[config.mk]
export PLATFORM = sky130hd
export DESIGN_NAME = alu_share_arbiter
export DESIGN_NICKNAME = d
export VERILOG_FILES = /design/src/rtl/alu_share_arbiter_pkg.sv /design/src/rtl/ALU_32bit.sv /design/src/rtl/alu_share_arbiter_rr_pick.sv /design/src/rtl/alu_share_arbiter.sv
export SDC_FILE = /design/constraint.sdc
export NUM_CORES = 1
export LEC_CHECK = 0
export BUFFER_PORTS_ARGS = -buffer_cell sky130_fd_sc_hd__buf_2
export CORE_AREA = 4 4 222 159
export CTS_CLUSTER_SIZE = 10
export DETAILED_ROUTE_END_ITERATION = 10
export DIE_AREA = 0 0 226 163
export PLACE_DENSITY = 0.5
export SLEW_MARGIN = 20
export SYNTH_ARGS = -nofsm -noshare
export SYNTH_HDL_FRONTEND = slang
export SYNTH_SLANG_ARGS = --single-unit
[constraint.sdc]
create_clock -name clk_in -period 7.8 [get_ports clk_in]
set_input_delay 0.78 -clock clk_in [delete_from_list [all_inputs] [get_ports clk_in]]
set_output_delay 0.78 -clock clk_in [all_outputs]
set_load 0.05 [all_outputs]
[src/rtl/alu_share_arbiter_pkg.sv]
// Shared definitions for the ALU share arbiter: opcode encodings, FSM states
// and the legal-opcode helper used when capturing a response.
package alu_share_arbiter_pkg;

    localparam logic [3:0] OP_AND = 4'b0000;
    localparam logic [3:0] OP_ORR = 4'b0001;
    localparam logic [3:0] OP_ADD = 4'b0010;
    localparam logic [3:0] OP_SUB = 4'b0110;
    localparam logic [3:0] OP_SLT = 4'b0111;
    localparam logic [3:0] OP_NOR = 4'b1100;

    typedef enum logic [1:0] {
        S_IDLE = 2'd0,
        S_EXEC = 2'd1,
        S_RESP = 2'd2
    } state_t;

    function automatic logic op_legal(input logic [3:0] op);
        case (op)
            OP_AND, OP_ORR, OP_ADD, OP_SUB, OP_SLT, OP_NOR: op_legal = 1'b1;
            default:                                        op_legal = 1'b0;
        endcase
    endfunction

endpackage

[src/rtl/ALU_32bit.sv]
// Shared 32-bit ALU. Overflow is the add-path or sub-path signed overflow
// regardless of opcode; callers mask it to the arithmetic operations.
module ALU_32bit
    import alu_share_arbiter_pkg::*;
(
    input  logic [31:0] a,
    input  logic [31:0] b,
    input  logic [3:0]  alu_control,
    output logic [31:0] result,
    output logic        zero,
    output logic        overflow
);

    logic [31:0] w_sum;
    logic [31:0] w_diff;
    logic        w_add_ovf;
    logic        w_sub_ovf;

    assign w_sum     = a + b;
    assign w_diff    = a - b;
    assign w_add_ovf = (a[31] == b[31]) && (w_sum[31] != a[31]);
    assign w_sub_ovf = (a[31] != b[31]) && (w_diff[31] != a[31]);

    always_comb begin
        result = 32'd0;
        case (alu_control)
            OP_AND:  result = a & b;
            OP_ORR:  result = a | b;
            OP_ADD:  result = w_sum;
            OP_SUB:  result = w_diff;
            OP_SLT:  result = {31'd0, ($signed(a) < $signed(b))};
            OP_NOR:  result = ~(a | b);
            default: result = 32'd0;
        endcase
    end

    assign zero     = (result == 32'd0);
    assign overflow = (alu_control == OP_SUB) ? w_sub_ovf : w_add_ovf;

endmodule

[src/rtl/alu_share_arbiter_rr_pick.sv]
// Round-robin picker: first set request scanning cyclically upward from the
// pointer, returned as one-hot grant, binary index and an any-request flag.
module rr_pick #(
    parameter int N_REQ = 2,
    parameter int ID_W  = 3
) (
    input  logic [N_REQ-1:0] i_req,
    input  logic [ID_W-1:0]  i_ptr,
    output logic [N_REQ-1:0] o_gnt,
    output logic [ID_W-1:0]  o_idx,
    output logic             o_any
);

    always_comb begin
        o_gnt = '0;
        o_idx = '0;
        o_any = 1'b0;
        // Walk from farthest to nearest so the candidate closest to the pointer wins.
        for (int k = N_REQ - 1; k >= 0; k--) begin
            int j;
            j = int'(i_ptr) + k;
            if (j >= N_REQ) j = j - N_REQ;
            for (int i = 0; i < N_REQ; i++) begin
                if (i == j && i_req[i]) begin
                    o_gnt    = '0;
                    o_gnt[i] = 1'b1;
                    o_idx    = ID_W'(i);
                    o_any    = 1'b1;
                end
            end
        end
    end

endmodule

[src/rtl/alu_share_arbiter.sv]
// Shares one ALU_32bit between N_REQ requesters with a round-robin grant;
// one operation in flight, result returned through a registered response.
module alu_share_arbiter
    import alu_share_arbiter_pkg::*;
#(
    parameter int N_REQ = 2,
    parameter int ID_W  = 3
) (
    input  logic                clk_in,
    input  logic                rst_n_in,
    input  logic [N_REQ-1:0]    req_valid_in,
    output logic [N_REQ-1:0]    req_ready_out,
    input  logic [32*N_REQ-1:0] req_a_in,
    input  logic [32*N_REQ-1:0] req_b_in,
    input  logic [4*N_REQ-1:0]  req_op_in,
    output logic [N_REQ-1:0]    rsp_valid_out,
    input  logic [N_REQ-1:0]    rsp_ready_in,
    output logic [31:0]         rsp_result_out,
    output logic                rsp_zero_out,
    output logic                rsp_overflow_out,
    output logic                rsp_error_out,
    output logic [ID_W-1:0]     grant_id_out,
    output logic                busy_out
);

    state_t            r_state;
    logic [ID_W-1:0]   r_rr_ptr;
    logic [ID_W-1:0]   r_grant;
    logic [31:0]       r_a;
    logic [31:0]       r_b;
    logic [3:0]        r_op;
    logic [31:0]       r_result;
    logic              r_zero;
    logic              r_ovf;
    logic              r_err;

    logic [N_REQ-1:0]  w_gnt;
    logic [ID_W-1:0]   w_idx;
    logic              w_any;
    logic [31:0]       w_a_sel;
    logic [31:0]       w_b_sel;
    logic [3:0]        w_op_sel;
    logic [31:0]       w_alu_res;
    logic              w_alu_zero;
    logic              w_alu_ovf;
    logic              w_own_ready;

    rr_pick #(.N_REQ(N_REQ), .ID_W(ID_W)) u_pick (
        .i_req (req_valid_in),
        .i_ptr (r_rr_ptr),
        .o_gnt (w_gnt),
        .o_idx (w_idx),
        .o_any (w_any)
    );

    ALU_32bit u_alu (
        .a           (r_a),
        .b           (r_b),
        .alu_control (r_op),
        .result      (w_alu_res),
        .zero        (w_alu_zero),
        .overflow    (w_alu_ovf)
    );

    // One-hot AND-OR mux of the granted requester's operands.
    always_comb begin
        w_a_sel  = '0;
        w_b_sel  = '0;
        w_op_sel = '0;
        for (int i = 0; i < N_REQ; i++) begin
            w_a_sel  = w_a_sel  | ({32{w_gnt[i]}} & req_a_in[32*i +: 32]);
            w_b_sel  = w_b_sel  | ({32{w_gnt[i]}} & req_b_in[32*i +: 32]);
            w_op_sel = w_op_sel | ({4{w_gnt[i]}}  & req_op_in[4*i +: 4]);
        end
    end

    always_comb begin
        rsp_valid_out = '0;
        for (int i = 0; i < N_REQ; i++) begin
            rsp_valid_out[i] = (r_state == S_RESP) && (r_grant == ID_W'(i));
        end
    end

    assign w_own_ready   = |(rsp_valid_out & rsp_ready_in);
    assign req_ready_out = (r_state == S_IDLE && rst_n_in) ? w_gnt : '0;

    always_ff @(posedge clk_in or negedge rst_n_in) begin
        if (!rst_n_in) begin
            r_state  <= S_IDLE;
            r_rr_ptr <= '0;
            r_grant  <= '0;
            r_a      <= '0;
            r_b      <= '0;
            r_op     <= '0;
            r_result <= '0;
            r_zero   <= 1'b0;
            r_ovf    <= 1'b0;
            r_err    <= 1'b0;
        end else begin
            case (r_state)
                S_IDLE: begin
                    if (w_any) begin
                        r_a     <= w_a_sel;
                        r_b     <= w_b_sel;
                        r_op    <= w_op_sel;
                        r_grant <= w_idx;
                        r_state <= S_EXEC;
                    end
                end
                S_EXEC: begin
                    if (op_legal(r_op)) begin
                        r_result <= w_alu_res;
                        r_zero   <= w_alu_zero;
                        r_ovf    <= w_alu_ovf && (r_op == OP_ADD || r_op == OP_SUB);
                        r_err    <= 1'b0;
                    end else begin
                        r_result <= '0;
                        r_zero   <= 1'b1;
                        r_ovf    <= 1'b0;
                        r_err    <= 1'b1;
                    end
                    r_state <= S_RESP;
                end
                S_RESP: begin
                    if (w_own_ready) begin
                        r_rr_ptr <= (r_grant == ID_W'(N_REQ - 1)) ? '0 : r_grant + ID_W'(1);
                        r_state  <= S_IDLE;
                    end
                end
                default: r_state <= S_IDLE;
            endcase
        end
    end

    assign rsp_result_out   = r_result;
    assign rsp_zero_out     = r_zero;
    assign rsp_overflow_out = r_ovf;
    assign rsp_error_out    = r_err;
    assign grant_id_out     = r_grant;
    assign busy_out         = (r_state != S_IDLE);

endmodule
# == Word-level counts from Yosys, hierarchy flattened ==
# Cells that the tools add are included.
# word_totals
ff_bits,111
in_bits,142
output_inout_bits,43
elab_cells,97
# op_classes
n_addsub,6
order_cmp,3
n_eq_ne,16
muxes,26
bitwise_logic,13
reduce_logical,23
# ops
op,n
case mux 32 bit (6 select lines),1
AND 32 bit,5
logical NOT 32 bit,3
2-to-1 mux 32 bit,3
OR 32 bit,3
== test 2 x 32 -> 1 bit (first input constant),2
adder 32 bit,1
greater-or-equal comparator 32 x 3 -> 1 bit (second input constant),1
less-than comparator 32 bit,1
inverter 32 bit,1
subtractor 32 x 3 -> 32 bit (second input constant),1
subtractor 32 bit,1
2-to-1 mux 1 bit,14
2-to-1 mux 2 bit,6
logical AND 1 bit,10
AND 4 bit,2
== test 4 x 3 -> 1 bit (second input constant),2
case mux 2 bit (3 select lines),1
AND reduction 2 bit,3
OR reduction 6 bit,1
adder 3 x 1 -> 4 bit (second input constant),1
== test 4 x 1 -> 1 bit (second input constant),1
== test 4 x 2 -> 1 bit (second input constant),1
== test 4 bit (second input constant),1
other kinds (19),21

# == Logic depth before layout (Yosys ltp) ==
# logic_depth
ltp_word,11
depth_mapped,14
depth_no_buf,14

# == Modules after synthesis ==
# A second synthesis with hierarchy kept.
# hier_totals
hier_cells,1447
area_unflattened_um2,11169.5
# by_module_without_submodules
mod,instances,cells_per_inst,area_each_um2,seq_area_each_um2
ALU_32bit,1,922,6188.4,0.0
alu_share_arbiter,1,490,4734.5,2777.7
rr_pick,1,35,246.5,0.0

# == Worst setup path before layout ==
# OpenSTA, ideal clock, no wires.
# synth_path
kind,reg2reg
startpoint,register r_a[0]
endpoint,register r_zero (netlist: rsp_zero_out)
setup_ns,0.096
arrival_ns,3.308
t_required_ns,7.704
path_slack_ns,4.397
stages_incl_launch_ff,15
n_path_buf,0
synth_period_minus_slack_ns,3.403
path_cell_list,dfrtp_1 -> inv_1 -> ha_1 -> fa_1 -> o21ba_2 -> nor4_1 -> nor3b_1 -> o2111a_1 -> o31a_1 -> a221o_1 -> o21ai_0 -> o2111ai_1 -> nor4b_2 -> nand4_1 -> o32ai_2
# synth_between
elab_chain_len,5
word_cells_on_any_way,9
cone_classes,2 x add/sub; 1 x order compare; 2 x mux; 3 x bitwise; 1 x reduce/logical
# synth_rtl
item,line,rtl
from (decl),alu_share_arbiter.sv:29,logic [31:0] r_a;
from (signal assigned),alu_share_arbiter.sv:103,r_a <= w_a_sel;
"parallel branches: the longest is 2 deep, another holds subtractor 32 bit",-,
case mux 32 bit (6 select lines) (*),ALU_32bit.sv:26,case (alu_control)
logical NOT 32 bit (*),ALU_32bit.sv:37,assign zero = (result == 32'd0);
2-to-1 mux 1 bit (*),alu_share_arbiter.sv:111,if (op_legal(r_op)) begin
to (signal assigned),alu_share_arbiter.sv:113,r_zero <= w_alu_zero;
to (decl),alu_share_arbiter.sv:33,logic r_zero;
# Every way passes the cells marked *.
# A chain may end at the register's enable or synchronous reset.

# == Worst setup path in the final report ==
# layout_path
startpoint,register r_a[7]
endpoint,register r_zero (netlist: rsp_zero_out)
# The elaborated chain is that of the path after synthesis.

==> metrics <==
status complete, no violations; fin crit share 56.5%; final setup TNS 0 ns; Synth area leaders dfrtp_1, ha_1, a222oi_1; Routability Congestion 0.981; crit-path cells inv_1, ha_1, a21oi_1, o21ai_0, nor2b_1, or4_1, a31o_1, a31oi_1, o21ai_0, or4_1, a22oi_1, nand4bb_1, o32ai_2; Max Slew Vio Count 0; Hold/Removal Path Class input port to asynchronous set/reset pin; CTS buffer count 9; Distinct cells, synth 90; Diodes inserted 0; worst-case reg-to-reg path depth 13; worst r2r src r_a[7]; design area 11500 um2; startpoint class of the critical path flip-flop; H-tree levels 3; # DRC 0; gr ovfl total 0; Mean Syn Cell Area 8.18 um2; Synth Flop Type dfrtp_1; Clock Latency Late Sink 0.38 ns; Port Buffers 182; Die Wd 226 um; Layout area overhead 16.5%; crit path buf inv count 1; Via Count 10188; slowest CP cell or4_1; DR WL/cell 21.2 um; endpoints failing hold 0; first-pass GRT wire length 57.3 mm; synthesized area 9860 um2; Post-synth EDFFs 0; DP HPWL 28.8 mm; Worst Hold Slack 0.395 ns; initial core utilization 29.7%; Max-Cap Viols 0; FF-to-FF setup slack 3.39 ns; Die Y-Extent 163 um; total track usage 20.0%; FFs w/ async S/R, synth 100%; 1st-iter DRT viols 1250; WP data required 8.06 ns; post-cts resize count 0; Rows 56; RSZ-0062 raised after global routing false; CTS tree yes; Seq cells post-synth 107; Post-CTS Hold Buffers 0; antenna viol nets, final 0; Crit Path Category flip-flop to flip-flop; clk_skew 0.0141 ns; Worst R2R End rsp_zero_out; Root Buffer clkbuf_16; Setup violations, final 0; Core ar. 33100 um2; Slew HR 26.2%; router iterations before antenna repair 9; CTS clock-pin slew for the worst setup and hold paths 0.08 ns; Post CTS Setup Buffer Count 0; clock sinks 107; worst slew pin tran 1.10 ns; final WL 37.6 mm; fraction of layout cells with a size suffix above 1 18.7%; vias in the first global route 9433; # IOs 185; Longest Clk Path Bufs 2; fmax 227 MHz; leading area contributor after synthesis dfrtp_1; share of the synthesized area in the top cell type 27.2%; sequential share of the synthesized area 27.2%; Yosys warnings 0; routed vias/inst 5.74; top cells by count, synth inv_1, ha_1, dfrtp_1; most frequent cell after synthesis inv_1; largest net degree at the start of global routing 71; CP max FO 8; Finished Core Util 34.6%; antenna violations before repair 1; die area 36800 um2; Synth Instances 1205; DP Area 11200 um2; Critical Path End Type flip-flop; delay of the slowest critical-path stage 0.59 ns; post-layout minimum cycle time 4.41 ns; fin nets 1592; cell family with the largest share of critical-path delay compound AO/OA/AOI/OAI gates; CP Data Arrival Time 4.67 ns
==> cells by family (layout without fill, tap and decap cells) <==
group                    after synthesis  in the layout  synth area share, %
other                                  1              2               0.0380
XOR/XNOR                               6              6                0.533
AND/OR/NAND/NOR                      279            279                 14.0
buffers and inverters                251            385                 9.85
multiplexers                           6              6                0.622
AO/OA/AOI/OAI                        440            440                 33.1
adder cells (fa/ha/maj)              115            115                 14.8
flip-flops                           107            107                 27.2
==> registers in the layout, summed over array words and instances, names as in the netlist <==
signal	count
r_rr_ptr	1
rsp_overflow_out	1
rsp_error_out	1
grant_id_out	1
r_state	2
rsp_result_out	32
r_a	32
r_b	32
r_op	4
rsp_zero_out	1
==> layout by cell type, fill, tap and decap left out, types with 16 or more instances in the layout <==
master / n
nor2_1: 81
buf_4: 16
a21oi_1: 94
nand2_1: 71
a221oi_1: 16
a222oi_1: 68
ha_1: 113
inv_1: 171
nand3_1: 16
a22o_1: 16
dfrtp_1: 107
o21ai_0: 71
buf_2: 181
nor3_1: 20
==> worst max path at each step <==
stage	from	endpoint	slack [ns]	cells past startpoint
finish	r_a[7]	rsp_zero_out	3.39	13
global route	r_b[7]	rsp_zero_out	3.15	13
CTS	r_a[7]	rsp_zero_out	3.46	13
detailed placement	r_b[7]	rsp_zero_out	3.47	13
global placement	r_a[0]	rsp_zero_out	3.33	13
floorplan	r_a[0]	rsp_zero_out	4.40	14
==> through the flow <==
step / instances / worst slack, ns
after global routing: 1775 / 3.15
final: 1775 / 3.39
after floorplan: 1206 / 4.40
after detailed placement: 1759 / 3.47
after global placement: 1759 / 3.33
after CTS: 1775 / 3.46
==> final cells by class <==
type                       instances  area (um2)
fill                            3510       21700
multi-input combinational        848        6280
sequential                       107        2680
timing repair buffer             197        1030
inverter                         172         646
tap                              435         544
clock buffer                      10         229
clock inverter                     6        71.3
==> layer usage <==
metal | up-vias | GRT usage [%] | share of wire [%]
met3 | 34 | 4.16 | 9.0
met4 | 0 | 3.92 | 1.4
met5 | - | 0 | 0
met2 | 541 | 25.7 | 38
met1 | 4890 | 33.3 | 52
li1 | 4723 | - | -
Power is not shown: default switching activity piles up to over one toggle a cycle in this logic, so the estimate is an artifact.
